==> src/rtl/pmu_sipo_pkg.sv <==
// Block-width constants shared by the sipo/piso pair and their benches.
package pmu_sipo_pkg;

  localparam int SIPO_WIDTH_DEF = 128;

  // A one-bit counter is the minimum, even for WIDTH=2.
  function automatic int cnt_w(input int width);
    return (width > 2) ? $clog2(width) : 1;
  endfunction

endpackage

==> src/rtl/sipo_bit_cnt.sv <==
// Bit position counter for the sipo assembler; last_o flags the final bit of a block.
module sipo_bit_cnt #(
  parameter int WIDTH = 128,
  parameter int CNT_W = 7
) (
  input  logic clk,
  input  logic rst,
  input  logic clr,
  input  logic inc,
  output logic last_o
);

  localparam logic [CNT_W-1:0] CNT_LAST = CNT_W'(WIDTH - 1);

  logic [CNT_W-1:0] cnt;

  assign last_o = (cnt == CNT_LAST);

  always_ff @(posedge clk or negedge rst) begin
    if (!rst) begin
      cnt <= '0;
    end else if (clr) begin
      cnt <= '0;
    end else if (inc) begin
      cnt <= last_o ? '0 : cnt + CNT_W'(1);
    end
  end

endmodule

==> src/rtl/sipo.sv <==
// Serial-in parallel-out block assembler, MSB first, double-buffered behind a valid/ack port.
// Optional sticky overflow flag ovf_o is built when SIPO_OVF_FLAG_EN is defined.
module sipo
  import pmu_sipo_pkg::*;
#(
  parameter int WIDTH = SIPO_WIDTH_DEF
) (
  input  logic             clk,
  input  logic             rst,
  input  logic             clr,
  input  logic             en,
  input  logic             data_i,
  output logic             ready_o,
  output logic [WIDTH-1:0] data_o,
  output logic             valid_o,
  input  logic             ack_i
`ifdef SIPO_OVF_FLAG_EN
  ,
  output logic             ovf_o
`endif
);

  localparam int CNT_W = cnt_w(WIDTH);

  logic [WIDTH-1:0] sr;
  logic [WIDTH-1:0] sr_next;
  logic [WIDTH-1:0] hold;
  logic             sr_full;
  logic             valid_q;
  logic             accept;
  logic             last;
  logic             complete;
  logic             hold_free;

  assign accept    = en & ~sr_full;
  assign complete  = accept & last;
  assign hold_free = ~valid_q | ack_i;
  assign sr_next   = {sr[WIDTH-2:0], data_i};

  // ready_o is the inverse of a flop so the serial side sees no path from en or ack_i.
  assign ready_o = ~sr_full;
  assign data_o  = hold;
  assign valid_o = valid_q;

  sipo_bit_cnt #(
    .WIDTH (WIDTH),
    .CNT_W (CNT_W)
  ) u_bit_cnt (
    .clk    (clk),
    .rst    (rst),
    .clr    (clr),
    .inc    (accept & ~clr),
    .last_o (last)
  );

  always_ff @(posedge clk or negedge rst) begin
    if (!rst) begin
      sr <= '0;
    end else if (!clr && accept) begin
      sr <= sr_next;
    end
  end

  // A completed word goes straight to hold when it is free; otherwise it parks in sr.
  always_ff @(posedge clk or negedge rst) begin
    if (!rst) begin
      hold    <= '0;
      sr_full <= 1'b0;
      valid_q <= 1'b0;
    end else if (clr) begin
      sr_full <= 1'b0;
      valid_q <= 1'b0;
    end else if (sr_full) begin
      if (ack_i) begin
        hold    <= sr;
        sr_full <= 1'b0;
      end
    end else if (complete) begin
      if (hold_free) begin
        hold    <= sr_next;
        valid_q <= 1'b1;
      end else begin
        sr_full <= 1'b1;
      end
    end else if (ack_i) begin
      valid_q <= 1'b0;
    end
  end

`ifdef SIPO_OVF_FLAG_EN
  logic ovf_q;

  always_ff @(posedge clk or negedge rst) begin
    if (!rst) begin
      ovf_q <= 1'b0;
    end else if (clr) begin
      ovf_q <= 1'b0;
    end else if (en && sr_full) begin
      ovf_q <= 1'b1;
    end
  end

  assign ovf_o = ovf_q;
`endif

endmodule

==> config.mk <==
export PLATFORM = sky130hd
export DESIGN_NAME = sipo
export DESIGN_NICKNAME = d
export VERILOG_FILES = /design/src/rtl/pmu_sipo_pkg.sv /design/src/rtl/sipo_bit_cnt.sv /design/src/rtl/sipo.sv
export SDC_FILE = /design/constraint.sdc
export NUM_CORES = 1
export LEC_CHECK = 0
export ABC_CLOCK_PERIOD_IN_PS = 2860
export CAP_MARGIN = 40
export CORE_UTILIZATION = 47
export CTS_CLUSTER_SIZE = 24
export DETAILED_ROUTE_END_ITERATION = 12
export PLACE_DENSITY = 0.69
export RECOVER_POWER = 100
export SKIP_LAST_GASP = 1
export SLEW_MARGIN = 10
export SYNTH_ARGS = -nofsm -noshare
export SYNTH_HDL_FRONTEND = slang
export SYNTH_SLANG_ARGS = --single-unit
==> constraint.sdc <==
create_clock -name clk -period 2.86 [get_ports clk]
set_clock_uncertainty 0.2 [all_clocks]
set_input_delay 0.572 -clock clk [delete_from_list [all_inputs] [get_ports clk]]
set_output_delay 0.572 -clock clk [all_outputs]
set_load 0.01 [all_outputs]
==> metrics.txt <==
leakage power 6.01 nW; die extent in y 157 um; Fillers about 1,900; minimum period implied by the final worst setup slack 2.57 ns; Final Non-Filler Cells 1,354; Area Overhead vs Synth 23.6%; final hold viol count 0; fraction of registers with async set/reset 100%; max-cap check violation count 0; Post-Layout Inst Area 13,900 um^2; yosys synthesis warning count 0; Fin Hold WS 0.286 ns; CP Cell Sequence inv_1 > dlygate4sd3_1; critical path arrival 1.80 ns; global-route wire length before repair 38.5 mm; pin count of the biggest net entering global routing 129; Slew Viols, Final 0; Routed WL per cell 17.1 um; Setup violations, final 0; final WL roughly 23 mm; Hold Path Class flop to flop; Final Power 8.40 mW; register area 6640 um^2; critical path startpoint category flop; IO Count about 140; slowest stage cell, crit path dlygate4sd3_1; most frequent cells in the layout dfrtp_1, o21ai_0, dlygate4sd3_1; Die X 157 um; # rows 56; Initial Util 47.8%; TritonRoute pass-1 iters 4; routed vias/inst 5.50; Critical Path End Type output port; # Post-CTS Setup Buffers 0; GP Congestion 0.798; initial antenna violation count 0; Yosys top cell area share roughly three fifths; cell count after placement approximately 1,300; DRC Markers 0; maximum VDD drop 0.393 mV; Yosys cell types 29; Root Driver clkbuf_16; core area 23,500 um^2; CTS tree built; ANT nets after route 0; DR vias 7,441; top cells by area, synth dfrtp_1, mux2_2, mux2i_1; post-cts sizing count 0; synthesized instance count 896; PD cells 605 nW/um^2; Seq/Total Area, Yosys 59.1%; CP Data Required Time between 2 and 2.5 ns; Synthesized Nets 903; Post-Synthesis Cell Area 11,200 um^2; commonest non-fill, non-tap cell in the layout dfrtp_1; syn_area_per_cell ~13 um^2; multi-input gate area in the final layout 4270 um^2; fmax 0.389 GHz; CTS buffer count 28; status finished clean; unrepaired setup endpoints after global routing no; relative slew slack 13.9%; Worst Max-Slew Pin Slew between 1 and 1.5 ns; total gr overflow 0; Detail Placement HPWL 13.7 mm; Final TNS setup 0 ns; I/O Buffers ~140; Final Cycle Share between 80% and 90%; Final #Nets 1,020; cell taking the most area after synthesis dfrtp_1; share of cells above drive strength 1 between 15 and 20%; CTS clk-pin slew, worst paths 0.06 ns; CP Max Fanout 15; DR iter-0 viols 323; Die Area 24,500 um^2; worst-case clock buffer depth 3; WS Path Type flop to output port; GR Util All Layers roughly a fifth; number of synthesized flops with an enable pin 0; prevailing post-synth register cell dfrtp_1; clock sink count ~270; Slowest Stage Delay on Critical Path 0.60 ns; antenna cells 0; Yosys reg bits 265; Worst-Skew Late Latency approximately 0.53 ns; vias in the first global route roughly 7,400; Area after DPL roughly 13,000 um^2; H-tree levels 1
[routing by layer]
layer,global-route usage (%),routed length (um)
met5,0,0
met4,4.34,348
met3,2.55,783
met2,32.7,11100
met1,26.8,10900
[final timing paths]
path                                   from               end  slack [ns]  cells past startpoint
max in group asynchronous               rst            sr[45]        0.46                      3
max reg2reg                         sr_full           sr[102]        0.37                      5
min in group asynchronous               rst       data_o[123]        0.69                      2
min                        u_bit_cnt.cnt[5]  u_bit_cnt.cnt[5]        0.29                      1
min reg2reg                u_bit_cnt.cnt[5]  u_bit_cnt.cnt[5]        0.29                      1
max                                 sr_full           ready_o        0.29                      2
[cell usage after synthesis, drive strengths merged (2+ instances only)]
cell and number:
dfrtp 265, o21ai 260, mux2 128, mux2i 128, clkbuf 41, buf 31
a21oi 6, nand2 6, nor2 6, inv 4, nand3 3, nor2b 2
nor3 2
[worst max-delay path, delay by kind of cell (launching register included)]
kind                   cells  cell delay, ns
buffers and inverters      2            0.70
DFF                        1            0.57
[metrics by stage]
step / setup slack (ns) / util, %
final: 0.288 / 59.1
after global routing: 0.159 / 59.1
after CTS: 0.321 / 59.6
after detailed placement: 0.162 / 55.5
after global placement: 0.222 / 55.5
after floorplan: 0.878 / -
[cell families (layout without fill, tap and decap cells)]
kind of cell             after synthesis  after routing  synth area share (%)
AO/OA/AOI/OAI                        272            272                  12.3
XOR/XNOR                               2              2                 0.156
adder cells (fa/ha/maj)                1              1                 0.111
buffers and inverters                 76            215                  2.93
flip-flops                           265            265                  59.1
multiplexers                         256            256                  24.3
AND/OR/NAND/NOR                       24             24                  1.17
[final cells by class]
type                       instances  area share (%)
sequential                       265            47.8
multi-input combinational        555            30.8
timing repair buffer             159            11.6
clock buffer                      41            6.06
tap                              319            2.88
clock inverter                    11           0.803
inverter                           4           0.108
[where the power goes]
group	switching, mW	total [mW]	internal (mW)
Sequential	0.155	4.10	3.95
Clock	1.45	3.66	2.21
Combinational	0.314	0.633	0.318
[what timing repair did]
item,4_1_cts,5_1_grt
setup endpoints to repair,0,0
hold endpoints to repair,79,0
hold buffers,1,0
[state kept, by name (all words and copies together), names as in the netlist]
name	flops
u_bit_cnt.cnt	7
sr_full	1
data_o	128
valid_o	1
sr	128
Note: power is estimated with default switching activity, not from simulation.
